## config.mk

```make
export PLATFORM = sky130hd
export DESIGN_NAME = fetch_ctrl
export DESIGN_NICKNAME = d
export VERILOG_FILES = /design/src/rtl/fetch_ctrl.sv
export SDC_FILE = /design/constraint.sdc
export NUM_CORES = 1
export LEC_CHECK = 0
export CELL_PAD_IN_SITES_DETAIL_PLACEMENT = 0
export CELL_PAD_IN_SITES_GLOBAL_PLACEMENT = 1
export CORE_UTILIZATION = 39
export DETAILED_ROUTE_END_ITERATION = 12
export GPL_TIMING_DRIVEN = 1
export PLACE_DENSITY_LB_ADDON = 0.12
export SLEW_MARGIN = 20
export SYNTH_ARGS = -nofsm -noshare
export SYNTH_HDL_FRONTEND = slang
export SYNTH_SLANG_ARGS = --single-unit
```

## constraint.sdc

```tcl
create_clock -name clock -period 3.7 [get_ports clock]
set_input_delay 1.11 -clock clock [delete_from_list [all_inputs] [get_ports clock]]
set_output_delay 1.11 -clock clock [all_outputs]
set_load 0.01 [all_outputs]
```

## src/rtl/fetch_ctrl.sv

```systemverilog
`default_nettype none
// ============================================================================
// fetch_ctrl : instruction-fetch controller with one outstanding imem request
//              and an IF/ID stage that honours decode stall and branch flush.
// Rev 1.0
// ============================================================================
module fetch_ctrl #(
  parameter logic [31:0] INIT_ADDR = 32'h0000_3000,
  parameter logic [31:0] NOP_INSTR = 32'h0000_0000
) (
  input  logic        clock,
  input  logic        reset,
  input  logic [31:0] pc_in,
  output logic        pc_we,
  output logic        imem_req_valid,
  output logic [31:0] imem_req_addr,
  input  logic        imem_req_ready,
  input  logic        imem_rsp_valid,
  input  logic [31:0] imem_rsp_data,
  input  logic        stall,
  input  logic        flush,
  output logic        ifid_valid,
  output logic [31:0] ifid_instr,
  output logic [31:0] ifid_pc,
  output logic [31:0] ifid_pc_plus4
);

  localparam logic [1:0] S_REQ  = 2'd0;
  localparam logic [1:0] S_WAIT = 2'd1;
  localparam logic [1:0] S_HOLD = 2'd2;
  localparam logic [1:0] S_DROP = 2'd3;

  logic [1:0]  state;
  logic [1:0]  state_next;
  logic [31:0] req_pc;
  logic [31:0] hold_instr;
  logic [31:0] hold_pc;
  logic        ifid_free;
  logic        accept;
  logic        load_rsp;
  logic        load_hold;
  logic        hold_we;

  assign imem_req_addr = pc_in & 32'hFFFF_FFFC;
  assign ifid_free     = !ifid_valid || !stall;
  assign accept        = imem_req_valid && imem_req_ready;

  always_ff @(posedge clock or negedge reset) begin
    if (!reset) state <= S_REQ;
    else        state <= state_next;
  end

  always_comb begin
    state_next = state;
    if (flush) begin
      // A request still in flight must have its response swallowed later.
      state_next = ((state == S_WAIT || state == S_DROP) && !imem_rsp_valid) ? S_DROP : S_REQ;
    end else begin
      case (state)
        S_REQ:   if (accept)         state_next = S_WAIT;
        S_WAIT:  if (imem_rsp_valid) state_next = ifid_free ? S_REQ : S_HOLD;
        S_HOLD:  if (!stall)         state_next = S_REQ;
        S_DROP:  if (imem_rsp_valid) state_next = S_REQ;
        default:                     state_next = S_REQ;
      endcase
    end
  end

  always_comb begin
    imem_req_valid = reset && (state == S_REQ) && !flush;
    pc_we          = reset && (flush || ((state == S_REQ) && imem_req_ready));
    load_rsp       = !flush && (state == S_WAIT) && imem_rsp_valid && ifid_free;
    hold_we        = !flush && (state == S_WAIT) && imem_rsp_valid && !ifid_free;
    load_hold      = !flush && (state == S_HOLD) && !stall;
  end

  always_ff @(posedge clock or negedge reset) begin
    if (!reset) begin
      req_pc     <= INIT_ADDR;
      hold_instr <= NOP_INSTR;
      hold_pc    <= INIT_ADDR;
    end else begin
      if (accept) req_pc <= imem_req_addr;
      if (flush) begin
        hold_instr <= NOP_INSTR;
      end else if (hold_we) begin
        hold_instr <= imem_rsp_data;
        hold_pc    <= req_pc;
      end
    end
  end

  // Stalled IF/ID keeps its contents untouched; pc fields survive a consume.
  always_ff @(posedge clock or negedge reset) begin
    if (!reset) begin
      ifid_valid    <= 1'b0;
      ifid_instr    <= NOP_INSTR;
      ifid_pc       <= INIT_ADDR;
      ifid_pc_plus4 <= INIT_ADDR + 32'd4;
    end else if (flush) begin
      ifid_valid <= 1'b0;
      ifid_instr <= NOP_INSTR;
    end else if (load_rsp) begin
      ifid_valid    <= 1'b1;
      ifid_instr    <= imem_rsp_data;
      ifid_pc       <= req_pc;
      ifid_pc_plus4 <= req_pc + 32'd4;
    end else if (load_hold) begin
      ifid_valid    <= 1'b1;
      ifid_instr    <= hold_instr;
      ifid_pc       <= hold_pc;
      ifid_pc_plus4 <= hold_pc + 32'd4;
    end else if (ifid_valid && !stall) begin
      ifid_valid <= 1'b0;
      ifid_instr <= NOP_INSTR;
    end
  end

endmodule
`default_nettype wire

```

Word level (Yosys, flattened, before mapping)

Cells that the tools add are included.

Reductions and logical operators: 28
Multiplexer cells: 22
Add/subtract/negate cells: 2
Equality and inequality tests: 7
Bitwise gates (word level): 1

Operator list:

| kind                                                            | number |
|---|---|
| 32-bit two-way mux                                              | 10 |
| 32-bit by 3-bit adder with 32-bit output, second input constant | 2 |
| 2-bit two-way mux                                               | 7 |
| 1-bit logical AND                                               | 13 |
| 3-bit != test, second input constant                            | 4 |
| 2-bit one-hot mux with 4 select lines                           | 1 |
| 1-bit zero test                                                 | 5 |
| 2-bit == test, second input constant                            | 2 |
| 1-bit two-way mux                                               | 4 |
| 2-bit AND reduction                                             | 2 |
| 4-bit AND reduction                                             | 1 |
| 2-bit nonzero test                                              | 2 |
| 4-bit nonzero test                                              | 1 |
| 1-bit logical OR                                                | 3 |
| 2-bit by 1-bit == test with 1-bit output, second input constant | 1 |
| 2-bit zero test                                                 | 1 |
| 1-bit NOT                                                       | 1 |

Logic and storage cells: 68
Input bits: 70
Bits in registers: 191

Depth between registers and ports, before layout

Gate-level depths: netlist of the first run.

Depth in word-level cells: 7
Depth in mapped cells: 14
Gate-level depth less buffers: 11

Least setup slack after synthesis of the first run

Ideal clock, no wire load.

Kind: input -> register
Start: input port flush
End: register ifid_pc_plus4[18]
Data required time: 3.568 ns
Data arrival time: 3.631 ns
Setup slack: -0.063 ns
Stages: 14
Path buffers: 3
Path through: nand4bb_1 -> buf_4 -> nor2_4 -> buf_2 -> clkbuf_1 -> nand2_1 -> nand2_1 -> ha_1 -> nand4_1 -> nor4_2 -> a32oi_1 -> and3_1 -> a311oi_1 -> o21ai_1

Word-level cells in the longest chain between the ends: 6
Elaborated cells between the ends (all ways): 10
Classes of those cells: mux: 1; bitwise: 1; reduce/logical: 8

RTL lines:

| element                              | line   | source |
|---|---|---|
| start: declaration                   | 21     | `input logic flush,` |
| 1-bit zero test                      | 72, 74 |  |
| 1-bit logical AND (3 in series)      | 72     | `load_rsp = !flush && (state == S_WAIT) && imem_rsp_valid && ifid_free;` |
| 2-bit nonzero test (no source line)  | --     |  |
| 2-bit AND reduction (no source line) | --     |  |
| end signal: assignment               | 99     | `ifid_pc_plus4 <= INIT_ADDR + 32'd4;` |
| end signal: assignment               | 107    | `ifid_pc_plus4 <= req_pc + 32'd4;` |
| end signal: assignment               | 112    | `ifid_pc_plus4 <= hold_pc + 32'd4;` |
| end: declaration                     | 25     | `output logic [31:0] ifid_pc_plus4` |

Parallel ways exist; a longest one is shown, timed or not.
A chain may end at the register's enable or synchronous reset.

Worst setup path in the final report of the first run

Start: input port flush
End: register ifid_pc_plus4[20]

Same word-level chain as after synthesis.

==> reports/metrics.csv, run 1 <==
metric,value,unit
Die Span Y,155,um
hold_buf cts,0,
"Cell Area, Synth",9120,um2
Worst EP required,4.02,ns
final cell utilization of the core,52.5,%
Layout area overhead,31.1,%
Finished Cell Area,12000,um2
number of diodes,0,
vias in the first global route,6996,
TritonCTS Sinks,187,
largest net degree at the start of global routing,158,
first-pass GRT wire length,39400,um
Tcrit/Tclk final,95.0,%
fillcell total,2113,
area of placed instances,11400,um2
HPWL Detailed,16400,um
Core ar.,22800,um2
hold slack,0.461,ns
syn avg cell area,10.2,um2
ys flop type,dfrtp_1,
PnR worst setup slack,0.183,ns
yosys warns,0,
met2 wire length,11000,um
Synth Area in Compound Gates,12.3,%
initial core utilization,40.0,%
critical path endpoint category,register,
critical setup path kind,input port to register,
post-cts resize count,3,
I/O Pins,201,
worst-skew pair later-pin latency,0.44,ns
Worst slew margin,35.4,%
final WL,24600,um
Clock Tree Buf Depth,2,
status,completed,
Die ar.,24000,um2
via count,7253,
Yosys reg bits,187,
Setup Skew,0.0191,ns
mux cell area share after synthesis,9.51,%
simple-gate area share of the yosys netlist,16.2,%
Detail Route Antenna Nets,0,
minimum clock period,3.52,ns
nets,1139,
max-capacitance violation count,0,
Root Driver,clkbuf_16,
CTS tree,built,
TritonRoute pass-1 iters,8,
Pins Over Slew Limit,0,
asr flop ratio synth,100,%
"Hold Violations, Final",0,
Post-CTS Setup Inserts,0,
gpl congestion,0.777,
number of synthesized flops with an enable pin,0,
endpoints failing setup,0,
Residual DRC,0,
sequential-to-total area share from yosys stat,51.4,%
Die Span X,155,um
met1 WL,11900,um
Post-Synthesis Cells,893,
"Reg clk slew, reported paths",0.08,ns
Post-Synth XOR/XNOR Area,3.07,%
Synth cell types,61,
GRT Overall Usage,21.2,%
total power draw,5.92,mW
I/O Buffers,192,
Overflow after GRT,0,
Met3 Routed Length,1560,um
WL per Instance,17.7,um
Adder-Cell Fraction of Synth Area,0.137,%
largest family of logic cells by synthesized area,simple AND/OR/NAND/NOR gates,
CP arrival,3.84,ns
H-Tree Depth,4,
initial drt markers,556,
Reg2Reg Setup Slack,0.86,ns
initial antenna violation count,0,
pre-CTS WS,-0.253,ns
Num CTS Buffers,17,
worst-path fanout max,4,
pwr/cell area,496,nW/um2
Top Metal Used,met4,
Worst-Margin Slew,0.969,ns
max frequency,284,MHz
FP Rows,55,
cell leakage power,5.19,nW
min-delay worst type,register to register,
share of cells above drive strength 1,15.6,%
RSZ-0062 raised after global routing,false,
Avg Vias per Cell,5.20,
crit start category,input port,
VDD IR-drop max,0.000339,V
[area by class of cell]
cell class / count / area [um2] / share of cell area (%)
tap: 313 / 392 / 3.28
timing repair buffer: 243 / 2370 / 19.8
inverter: 38 / 143 / 1.19
clock inverter: 13 / 121 / 1.02
multi-input combinational: 581 / 3810 / 31.8
sequential: 187 / 4690 / 39.2
clock buffer: 19 / 433 / 3.62
[cell usage in the layout (no fill, tap or decap), types with 21 or more instances in the layout]
| cell type | count |
|---|---|
| buf_4 | 46 |
| mux2_2 | 60 |
| inv_1 | 38 |
| nand2_1 | 121 |
| o21ai_0 | 47 |
| clkdlybuf4s50_1 | 189 |
| a21oi_1 | 26 |
| nand3_1 | 26 |
| dfrtp_1 | 178 |
| a222oi_1 | 32 |
| a31oi_1 | 21 |
| nor2_1 | 57 |
| nand2b_1 | 34 |
[per-stage QoR]
stage	std cells	TNS, ns
after floorplan	898	0
after global placement	1362	-1.28
after detailed placement	1362	-1.50
after CTS	1394	0
after global routing	1394	0
final	1394	0
[cell usage after synthesis, drive strengths merged, types with 3 or more instances]
cell / instances / area share [%]
a222oi: 32 / 3.5
clkbuf: 29 / 1.2
nor4b: 4 / 0.55
and3: 8 / 0.55
dfrtp: 178 / 49
nor2: 59 / 2.5
buf: 63 / 4.6
nor4: 4 / 0.64
nand4: 13 / 1.1
xnor2: 13 / 1.2
mux2: 61 / 7.5
xor2: 19 / 1.8
inv: 38 / 1.6
nand2b: 34 / 2.3
o211ai: 6 / 0.49
mux2i: 18 / 2.0
nand3: 26 / 1.4
nor3: 18 / 1.1
nand2: 122 / 5.1
a31oi: 21 / 1.4
dfstp: 9 / 2.6
o21ai: 54 / 3.0
a22oi: 3 / 0.25
a21oi: 29 / 1.7
[registers in the layout (all words and copies together), names as in the netlist]
| register | flops |
|---|---|
| hold_instr | 32 |
| ifid_pc_plus4 | 30 |
| req_pc | 30 |
| ifid_instr | 32 |
| hold_pc | 30 |
| ifid_valid | 1 |
| state | 2 |
| ifid_pc | 30 |
[critical path, cell delays in order]
cell             delay, ns
clkdlybuf4s50_1       0.47
nand4bb_1             0.30
nor2_4                0.17
nand2_1               0.08
nand2_1               0.07
ha_1                  0.23
nand4_1               0.25
nor4_2                0.33
buf_4                 0.19
a32oi_1               0.09
buf_4                 0.19
nor2_1                0.12
xor2_1                0.16
a21oi_1               0.08
[cell families after synthesis]
logic type	after synthesis
buf+inv	130
other cells	1
compound gates	164
flops	187
xor+xnor	32
simple gates	299
mux	79
fa+ha+maj	1
[layer usage]
layer	vias to the layer above	GRT usage (%)
met3	11	5.29
li1	3454	-
met4	0	4.10
met5	-	0
met1	3565	30.7
met2	223	32.3
[power by group]
group / internal (mW) / switching [mW]
Sequential: 2.42 / 0.346
Combinational: 0.819 / 0.583
Clock: 0.895 / 0.860
[worst paths after layout]
kind,startpoint,cells past startpoint,to
worst max-delay path,flush,14,ifid_pc_plus4[20]$_DFFE_PN0P_
worst min-delay path,ifid_pc_plus4[2]$_DFFE_PN1P_,2,ifid_pc_plus4[2]$_DFFE_PN1P_
worst max register to register,state[1]$_DFFE_PN0P_,13,ifid_pc_plus4[20]$_DFFE_PN0P_
worst min register to register,ifid_pc_plus4[2]$_DFFE_PN1P_,2,ifid_pc_plus4[2]$_DFFE_PN1P_
max in group asynchronous,reset,3,hold_instr[24]$_DFFE_PN0P_
min in group asynchronous,reset,2,ifid_pc[5]$_DFFE_PN0P_
No activity file was read; power rests on OpenSTA's default activity.
==> run 2, diff against run 1 <==
--- a/config.mk
+++ b/config.mk
@@ -7,6 +7,7 @@
 export LEC_CHECK = 0
 export CELL_PAD_IN_SITES_DETAIL_PLACEMENT = 0
 export CELL_PAD_IN_SITES_GLOBAL_PLACEMENT = 1
+export CORE_ASPECT_RATIO = 1.4
 export CORE_UTILIZATION = 39
 export DETAILED_ROUTE_END_ITERATION = 12
 export GPL_TIMING_DRIVEN = 1
==> reports/metrics.csv, run 2 (same netlist as run 1, synthesis figures left out) <==
metric,value,unit
status,completed,
Setup TNS,0,ns
Worst EP required,3.99,ns
master of the slowest instance on the critical path,clkdlybuf4s50_1,
FP Rows,65,
critical path endpoint category,register,
Root Driver,clkbuf_16,
crit start category,input port,
hold slack,0.457,ns
I/O Pins,201,
worst-path fanout max,5,
Residual DRC,0,
Die Span Y,183,um
Detail Route Antenna Nets,0,
Critical Path Start,imem_rsp_valid,
r2r endpoint,ifid_pc_plus4[30]$_DFFE_PN0P_,
pre-CTS WS,-0.331,ns
TritonRoute pass-1 iters,8,
WL per Instance,17.7,um
total power draw,6.00,mW
cells on worst reg2reg path,12,
endpoints failing setup,0,
max frequency,286,MHz
area of placed instances,11400,um2
final cell utilization of the core,52.7,%
via count,7186,
pwr/cell area,500,nW/um2
Reg2Reg Setup Slack,0.99,ns
worst r2r src,state[1]$_DFFE_PN0P_,
cell leakage power,5.21,nW
Tcrit/Tclk final,94.4,%
max-capacitance violation count,0,
worst path cell trace,"clkdlybuf4s50_1, buf_4, and4bb_1, nand2_4, nand2_1, nand2_1, ha_2, nand4_1, buf_4, nor3_2, nand4_1, a221oi_2, xor2_1, a21oi_1",
HP Start,ifid_pc_plus4[2]$_DFFE_PN1P_,
TritonCTS Sinks,187,
minimum clock period,3.49,ns
Finished Cell Area,12000,um2
H-Tree Depth,4,
"most common cell after layout, fill and taps aside",clkdlybuf4s50_1,
GRT Overall Usage,21.2,%
top flop regs,"hold_instr (32), ifid_instr (32)",
"Cell Count, Final, Fillers Out",1384,
CTS tree,built,
share of cells above drive strength 1,16.3,%
RSZ-0062 raised after global routing,false,
multi-input combinational cell area,3830,um2
initial core utilization,40.0,%
CP arrival,3.79,ns
I/O Buffers,192,
Avg Vias per Cell,5.19,
Die Span X,131,um
min-delay worst type,register to register,
Hold EP,ifid_pc_plus4[2]$_DFFE_PN1P_,
register cell area after layout,4690,um2
PnR worst setup slack,0.206,ns
nets,1141,
final WL,24500,um
VDD IR-drop max,0.000354,V
fillcell total,2073,
Overflow after GRT,0,
Crit path largest cell delay,0.48,ns
Die ar.,24000,um2
Setup Skew,0.00956,ns
largest net degree at the start of global routing,140,
Worst slew margin,49.7,%
initial antenna violation count,0,
Clock Tree Buf Depth,2,
Core ar.,22800,um2
critical setup path kind,input port to register,
most frequent cells in the layout,"clkdlybuf4s50_1, dfrtp_1, nand2_1, mux2_2, nor2_1",
first-pass GRT wire length,40000,um
Min-Delay Path Depth,2,
initial drt markers,566,
number of diodes,0,
Layout area overhead,31.6,%
HPWL Detailed,16900,um
Worst-Margin Slew,0.754,ns
worst-skew pair later-pin latency,0.43,ns
"Hold Violations, Final",0,
Post-Place Cells,1349,
Num CTS Buffers,17,
"Reg clk slew, reported paths",0.07,ns
vias in the first global route,7275,
Pins Over Slew Limit,0,
gpl congestion,0.774,
## run 2: cell count changes in the layout (fill, tap and decap cells not counted), moves of 2 or more
cell | previous run | this run
clkbuf_1 | 2 | 0
clkinv_2 | 1 | 3
buf_4 | 46 | 48
inv_8 | 5 | 3
## run 2: power breakdown
group / leakage [nW] / internal [mW] / switching (mW)
clock network: 0.287 / 0.955 / 0.866
logic: 2.51 / 0.815 / 0.579
registers: 2.42 / 2.42 / 0.359
total: 5.21 / 4.19 / 1.80
## run 2: how the worst max path moves through the flow
stage | slack, ns | endpoint
2_1_floorplan | 0.04 | ifid_pc_plus4[18]$_DFFE_PN0P_
3_3_place_gp | -0.32 | ifid_pc_plus4[18]$_DFFE_PN0P_
3_5_place_dp | -0.33 | ifid_pc_plus4[18]$_DFFE_PN0P_
4_1_cts | 0.11 | ifid_pc_plus4[18]$_DFFE_PN0P_
5_1_grt | 0.03 | ifid_pc_plus4[18]$_DFFE_PN0P_
6_report | 0.21 | ifid_pc_plus4[30]$_DFFE_PN0P_
## run 2: worst max-delay path, delay by kind of cell
kind / cells / cell delay (ns)
simple gates: 7 / 1.03
xor+xnor: 1 / 0.16
compound gates: 2 / 0.41
fa+ha+maj: 1 / 0.22
buf+inv: 3 / 0.85
## run 2: repair_timing
action | CTS | global route
buffers inserted | 0 | 3
gates resized for setup | 4 | 3
pin swaps | 0 | 3
endpoints found under the setup margin | 2 | 3
hold buffers | 0 | 0
## run 2: per-layer routing
| layer | track usage, % | routed length, um | vias to the layer above |
|---|---|---|---|
| met4 | 6.87 | 456 | 0 |
| met3 | 5.00 | 1300 | 24 |
| met5 | 0 | 0 | - |
| li1 | - | - | 3459 |
| met1 | 26.5 | 10500 | 3519 |
| met2 | 36.2 | 12300 | 184 |
## run 2: area by class of cell
cell class,instances,area share [%]
inverter,38,1.19
multi-input combinational,581,31.9
tap,301,3.14
clock inverter,15,1.29
clock buffer,17,3.55
sequential,187,39.1
timing repair buffer,245,19.8
